**src/rtl/rv_pkg.sv**
```systemverilog
// Shared types and constants for the rv core's Wishbone arbitration logic.
package rv_pkg;

  typedef enum logic [1:0] {
    IDLE = 2'd0,
    GNT0 = 2'd1,
    GNT1 = 2'd2
  } rv_arb_state_t;

  localparam logic ARB_M_DATA  = 1'b0;
  localparam logic ARB_M_INSTR = 1'b1;

  localparam int WB_TIMEOUT_W = 16;

endpackage

```
**src/rtl/rv_wb_timeout.sv**
```systemverilog
// Bus-timeout watchdog: counts cycles a granted strobe waits for ack/err and
// pulses o_expire when the wait reaches TIMEOUT_CYCLES.
module rv_wb_timeout
  import rv_pkg::*;
#(
  parameter int TIMEOUT_CYCLES = 255
) (
  input  logic i_clk,
  input  logic i_reset_n,
  input  logic i_active,
  input  logic i_stb,
  input  logic i_ack,
  input  logic i_err,
  output logic o_expire
);

  localparam logic [WB_TIMEOUT_W-1:0] LIMIT = WB_TIMEOUT_W'(TIMEOUT_CYCLES);

  logic [WB_TIMEOUT_W-1:0] count;
  logic                    stalled;

  assign stalled  = i_active & i_stb & ~i_ack & ~i_err;
  assign o_expire = stalled & (count == LIMIT);

  // Any cycle that is not a stalled strobe restarts the wait from zero.
  always_ff @(posedge i_clk or negedge i_reset_n) begin
    if (!i_reset_n) begin
      count <= '0;
    end else if (!stalled || o_expire) begin
      count <= '0;
    end else begin
      count <= count + 1'b1;
    end
  end

endmodule

```
**src/rtl/rv_wb_arbiter.sv**
```systemverilog
// Two-master Wishbone classic arbiter: round-robin grant held for a whole cyc,
// with response routing and a bus-timeout error for hung transfers.
module rv_wb_arbiter
  import rv_pkg::*;
#(
  parameter int TIMEOUT_CYCLES = 255
) (
  input  logic        i_clk,
  input  logic        i_reset_n,
  input  logic [31:0] i_m0_adr,
  input  logic [31:0] i_m0_dat,
  input  logic        i_m0_we,
  input  logic [3:0]  i_m0_sel,
  input  logic        i_m0_stb,
  input  logic        i_m0_cyc,
  output logic [31:0] o_m0_dat,
  output logic        o_m0_ack,
  output logic        o_m0_err,
  input  logic [31:0] i_m1_adr,
  input  logic [31:0] i_m1_dat,
  input  logic        i_m1_we,
  input  logic [3:0]  i_m1_sel,
  input  logic        i_m1_stb,
  input  logic        i_m1_cyc,
  output logic [31:0] o_m1_dat,
  output logic        o_m1_ack,
  output logic        o_m1_err,
  output logic [31:0] o_wb_adr,
  output logic [31:0] o_wb_dat,
  output logic        o_wb_we,
  output logic [3:0]  o_wb_sel,
  output logic        o_wb_stb,
  output logic        o_wb_cyc,
  input  logic [31:0] i_wb_dat,
  input  logic        i_wb_ack,
  input  logic        i_wb_err,
  output logic        o_timeout
);

  rv_arb_state_t state, state_nxt;
  logic          last_grant, last_grant_nxt;
  logic          gnt0, gnt1, granted;
  logic          sel_stb;
  logic          timeout;

  assign gnt0    = (state == GNT0);
  assign gnt1    = (state == GNT1);
  assign granted = gnt0 | gnt1;
  assign sel_stb = (gnt0 & i_m0_stb) | (gnt1 & i_m1_stb);

  rv_wb_timeout #(
    .TIMEOUT_CYCLES(TIMEOUT_CYCLES)
  ) u_timeout (
    .i_clk    (i_clk),
    .i_reset_n(i_reset_n),
    .i_active (granted),
    .i_stb    (sel_stb),
    .i_ack    (i_wb_ack),
    .i_err    (i_wb_err),
    .o_expire (timeout)
  );

  // Contention favours whichever master was not granted last; every release
  // goes through IDLE so handovers always cost one idle cycle.
  always_comb begin
    state_nxt      = state;
    last_grant_nxt = last_grant;
    unique case (state)
      IDLE: begin
        if (i_m0_cyc && (!i_m1_cyc || last_grant == ARB_M_INSTR)) begin
          state_nxt      = GNT0;
          last_grant_nxt = ARB_M_DATA;
        end else if (i_m1_cyc) begin
          state_nxt      = GNT1;
          last_grant_nxt = ARB_M_INSTR;
        end
      end
      GNT0: if (!i_m0_cyc || timeout) state_nxt = IDLE;
      GNT1: if (!i_m1_cyc || timeout) state_nxt = IDLE;
      default: state_nxt = IDLE;
    endcase
  end

  always_ff @(posedge i_clk or negedge i_reset_n) begin
    if (!i_reset_n) begin
      state      <= IDLE;
      last_grant <= ARB_M_INSTR;
    end else begin
      state      <= state_nxt;
      last_grant <= last_grant_nxt;
    end
  end

  // A firing timeout withdraws cyc/stb in the same cycle it reports the error.
  always_comb begin
    o_wb_adr = '0;
    o_wb_dat = '0;
    o_wb_we  = 1'b0;
    o_wb_sel = '0;
    o_wb_stb = 1'b0;
    o_wb_cyc = 1'b0;
    o_m0_dat = '0;
    o_m0_ack = 1'b0;
    o_m0_err = 1'b0;
    o_m1_dat = '0;
    o_m1_ack = 1'b0;
    o_m1_err = 1'b0;
    if (gnt0) begin
      o_wb_adr = i_m0_adr;
      o_wb_dat = i_m0_dat;
      o_wb_we  = i_m0_we;
      o_wb_sel = i_m0_sel;
      o_wb_stb = i_m0_stb & ~timeout;
      o_wb_cyc = i_m0_cyc & ~timeout;
      o_m0_dat = i_wb_dat;
      o_m0_ack = i_wb_ack;
      o_m0_err = i_wb_err | timeout;
    end else if (gnt1) begin
      o_wb_adr = i_m1_adr;
      o_wb_dat = i_m1_dat;
      o_wb_we  = i_m1_we;
      o_wb_sel = i_m1_sel;
      o_wb_stb = i_m1_stb & ~timeout;
      o_wb_cyc = i_m1_cyc & ~timeout;
      o_m1_dat = i_wb_dat;
      o_m1_ack = i_wb_ack;
      o_m1_err = i_wb_err | timeout;
    end
  end

  assign o_timeout = timeout;

endmodule

```
**config.mk**
```make
export PLATFORM = sky130hd
export DESIGN_NAME = rv_wb_arbiter
export DESIGN_NICKNAME = d
export VERILOG_FILES = /design/src/rtl/rv_pkg.sv /design/src/rtl/rv_wb_timeout.sv /design/src/rtl/rv_wb_arbiter.sv
export SDC_FILE = /design/constraint.sdc
export NUM_CORES = 1
export LEC_CHECK = 0
export BUFFER_PORTS_ARGS = -buffer_cell sky130_fd_sc_hd__buf_4
export CAP_MARGIN = 20
export CORE_AREA = 5 5 122 124
export DETAILED_ROUTE_END_ITERATION = 10
export DIE_AREA = 0 0 127 129
export SYNTH_ARGS = -nofsm -noshare
export SYNTH_HDL_FRONTEND = slang
export SYNTH_HIERARCHICAL = 1
export SYNTH_SLANG_ARGS = --single-unit
```
**constraint.sdc**
```tcl
create_clock -name i_clk -period 3.1 [get_ports i_clk]
set_input_delay 0.465 -clock i_clk [delete_from_list [all_inputs] [get_ports i_clk]]
set_output_delay 0.465 -clock i_clk [all_outputs]
set_load 0.01 [all_outputs]
```
Yosys cells after proc, flatten, opt, wreduce, memory -nomap -nowiden
Index checks and enable logic that the tools add are counted.

$add $sub $neg: 1. Multiply operators: 0. Shifts and indexed selects: 0. Order comparisons: 0. Bitwise operators: 16. Reductions and logical operators: 12. Div/mod/pow operators: 0. Equality and inequality tests: 6. Muxes and demuxes: 29.

Operator list (number): $mux W32 (7); $add A16 B1 Y16 const B (1); $eq A16 B8 Y1 const B (1); $mux W16 (1); $mux W1 (14); $and A1 B1 Y1 (10); $mux W2 (4); $mux W4 (2); $pmux W2 S3 (1); $logic_or A1 B1 Y1 (4); $ne A2 B1 Y1 const B (2); $logic_not A1 Y1 (3); $ne A3 B3 Y1 const B (1); $not A1 Y1 (3); $or A1 B1 Y1 (3); $reduce_and A3 Y1 (1); $eq A2 B1 Y1 const B (1); $eq A2 B2 Y1 const B (1); $logic_not A2 Y1 (1); $reduce_and A2 Y1 (1); $reduce_bool A2 Y1 (1); $logic_and A1 B1 Y1 (1).

Input port bits: 178. Bits in registers: 19. Word-level logic and storage cells: 67. Memories: 0. Latch bits: 0. ROM bits: 0. Output and inout port bits: 140. Bits in writable memories: 0.

Depth between registers and ports, before layout
Depth after elaboration: 11. Depth in mapped cells: 10. Mapped depth without buffers: 7.

Modules after synthesis
Netlist, hierarchy kept.

Modules (own cells, without submodules): rv_wb_arbiter (times used 1, cells each 325, sequential area each 76.3 µm², area each 1689.1 µm²); rv_wb_timeout (times used 1, cells each 85, sequential area each 400.4 µm², area each 815.8 µm²).

Least setup slack after synthesis
OpenSTA, ideal clock, no wires.

Path type: flip-flop to output port. Start point: reg u_timeout.count[12]. End point: out o_m0_err. Data required time: 2635 ps. Path slack: 599 ps. Cell stages (with the launch flop): 5. Arrival: 2036 ps. Path buffers: 0. Cells stage by stage: dfrtp_1 -> or4_1 -> or4_1 -> nor2_1 -> o21a_1.

Cells in the longest elaborated chain, start to end: 4.

RTL lines: start, declared (RTL line rv_wb_timeout.sv:19) `logic [WB_TIMEOUT_W-1:0] count;`; start signal, assigned (RTL line rv_wb_timeout.sv:32) `count <= count + 1'b1;`; $eq A16 B8 Y1 (RTL line rv_wb_timeout.sv:23) `assign o_expire = stalled & (count == LIMIT);`; $and A1 B1 Y1 (RTL line rv_wb_timeout.sv:23); via o_timeout (RTL line rv_wb_arbiter.sv:37) `output logic o_timeout`; $or A1 B1 Y1 (RTL line rv_wb_arbiter.sv:117) `o_m0_err = i_wb_err | timeout;`; $mux W1 (RTL line rv_wb_arbiter.sv:108) `if (gnt0) begin`; end, declared (RTL line rv_wb_arbiter.sv:18) `output logic o_m0_err,`.

The timed path passes the listed nets, and every way through them passes these cells.

Worst setup path in the final report
Start point: reg u_timeout.count[0]. End point: out o_m1_err.

Cells in the longest elaborated chain, start to end: 5.

RTL lines: $eq A16 B8 Y1 (RTL line rv_wb_timeout.sv:23); $and A1 B1 Y1 (RTL line rv_wb_timeout.sv:23); $or A1 B1 Y1 (RTL line rv_wb_arbiter.sv:127) `o_m1_err = i_wb_err | timeout;`; $mux W1 (RTL line rv_wb_arbiter.sv:118) `end else if (gnt1) begin`; $mux W1 (RTL line rv_wb_arbiter.sv:108); end, declared (RTL line rv_wb_arbiter.sv:27) `output logic o_m1_err,`.

Every way passes these cells.

==> reports/metrics.yaml <==
cp-startpoint: "u_timeout/count[0]"
final_max_slew_viol_count: 0
drc: 0
slowest_stage: "or4_1"
groute.usage.overall_pct: 13.5
crit_chain: "ha_1 -> nand4_1 -> or4_1 -> nor2_2 -> o21a_1 -> buf_4"
endpoint_kind: "output port"
status: "completed"
final_common_cell: "buf_4"
grt_pass1_wl_um: 18100
setup_tns_ns: 0
finalInstanceArea_um2: 5080
drive_above_1_share_pct: 47.2
start_util_pct: 18.3
ir_worst_vdd_v: 0.000395
cp-start-kind: "flop"
grt-ovfl-total: 0
vias_per_cell: 4.22
worst_slack_ns: 0.273
synth-seq-area-share_pct: 19.0
max-cap-violations: 0
path_clk_slew_ns: 0.05
cts_root_buffer: "clkbuf_16"
num-nets-final: 889
p_per_area_nw_per_um2: 562
period_minus_slack_ns: 2.83
total_power_mw: 2.85
p_leak_nw: 2.53
antenna_found_initial: 0
htree_num_levels: 1
pre_cts_ws_ns: 0.408
max_stage_delay_ns: 0.64
clock_skew_ns: 0.00140
post_dp_cell_area_um2: 5000
hpwl_um: 10200
port_buffers: 317
finalCritPeriodShare_pct: 91.2
slew_headroom_pct: 59.2
num_rows: 43
clk_latency_ns: 0.25
cts_buffers: 3
hold_path.class: "in -> async"
path_class: "reg -> out"
fin_util_pct: 37.2
grt_max_degree: 125
die_width_um: 127
drt-total-wl_um: 12300
arrival_ns: 2.36
synth_enable_flop_cells: 0
timing.final.hold_violations: 0
drt_iter0_markers: 150
clockBufferDepth: 2
cts_tree: "built"
timing.rr.start: "u_timeout/count[0]"
core_area_um2: 13700
cts_setup_buffers: 0
fmax_mhz: 354
die-height_um: 129
crit_fanout: 8
yosysWarningCount: 6
boundaryPins: 318
worstMarginPinSlew_ns: 0.611
die_area_um2: 16400
syn2layout_area_growth_pct: 103
wl_per_cell_um: 13.9
ys_types: 36
rsz0062_at_grt: "false"
synth_ff_type: "dfrtp_1"
setup_viol: 0
syn_nets: 593
ys_seq_elements: 19
numClockSinks: 19
synthArstFlopShare_pct: 100
gp_congestion: 0.814
ant_nets: 0
synth_area_um2: 2500
synthCells: 410
grt_pass1_vias: 3455
nFillCells: 1486
mostFrequentLayoutCells: "321 x buf_4, 135 x nand2_1, 66 x and2_1"
n_antenna_cell: 0
cp.required_ns: 2.63
first_pass_iters: 4
vias: 3732
synth_area_per_cell_um2: 6.11
regToRegSetupSlack_ns: 0.85
-- sequential cells by signal, summed over array words and instances, names as in the netlist --
| name | flops |
|---|---|
| u_timeout/count | 16 |
| last_grant | 1 |
| state | 2 |
-- cell usage after synthesis (all sizes together), types with 3 or more instances --
| cell type | n | share of area (%) |
|---|---|---|
| or2 | 3 | 0.75 |
| a22o | 7 | 2.4 |
| ha | 5 | 2.5 |
| a21oi | 4 | 0.80 |
| buf | 16 | 4.8 |
| nand2 | 135 | 20 |
| nand4 | 5 | 1.2 |
| nor3 | 5 | 1.0 |
| or4 | 4 | 1.2 |
| xnor2 | 9 | 3.1 |
| inv | 9 | 1.3 |
| clkbuf | 15 | 2.2 |
| nor2 | 19 | 2.8 |
| dfrtp | 18 | 18 |
| and2 | 66 | 16 |
| nand3 | 5 | 1.0 |
| o21ai | 66 | 13 |
| xor2 | 3 | 1.0 |
-- routing by layer --
| metal | part of all wire [%] | wire length (µm) | vias up | track usage (%) |
|---|---|---|---|---|
| li1 | - | - | 1921 | - |
| met2 | 50 | 6110 | 196 | 24.6 |
| met3 | 10 | 1250 | 13 | 3.57 |
| met1 | 39 | 4790 | 1602 | 15.9 |
| met5 | 0 | 0 | - | 0 |
| met4 | 1.3 | 165 | 0 | 3.03 |
-- metrics by stage --
step / cells / hold slack [ns]
after CTS: 885 / 0.0815
after detailed placement: 881 / 0.354
final: 885 / 0.0743
after global placement: 881 / 0.353
after global routing: 885 / 0.0957
after floorplan: 410 / 0.169
-- power breakdown --
part	switching, mW	internal [mW]
Clock	0.0888	0.175
Combinational	1.19	1.11
Sequential	0.0176	0.271
-- critical path, delay by kind of cell (launching register included) --
kind,cells,cell delay [ns]
flip-flops,1,0.39
AO/OA/AOI/OAI,1,0.18
adder cells (fa/ha/maj),1,0.22
buffers and inverters,1,0.11
AND/OR/NAND/NOR,3,1.19
-- final timing paths --
check / end / cells after the start
max: o_m1_err / 6
min: u_timeout/count[6] / 1
max reg2reg: state[0] / 6
min reg2reg: u_timeout/count[0] / 1
max in group asynchronous: last_grant / 1
min in group i_clk: last_grant / 3
-- cell type report --
| cell class | count | area (µm²) | share of cell area, % |
|---|---|---|---|
| Sequential cell | 19 | 477 | 9.38 |
| Clock buffer | 4 | 78.8 | 1.55 |
| Tap cell | 180 | 225 | 4.43 |
| Multi-Input combinational cell | 351 | 1840 | 36.1 |
| Inverter | 9 | 33.8 | 0.665 |
| Timing Repair Buffer | 322 | 2430 | 47.8 |
-- cells by family after synthesis --
family | Yosys count | synth area share (%)
compound gates | 86 | 19.2
buf+inv | 40 | 8.39
flops | 19 | 19.0
xor+xnor | 12 | 4.20
simple gates | 248 | 46.7
fa+ha+maj | 5 | 2.50
-- what timing repair did --
action	CTS	global route
hold buffers	0	0
setup endpoints to repair	0	2
gates resized for setup	0	1
Power figures use the tool's default switching activity.
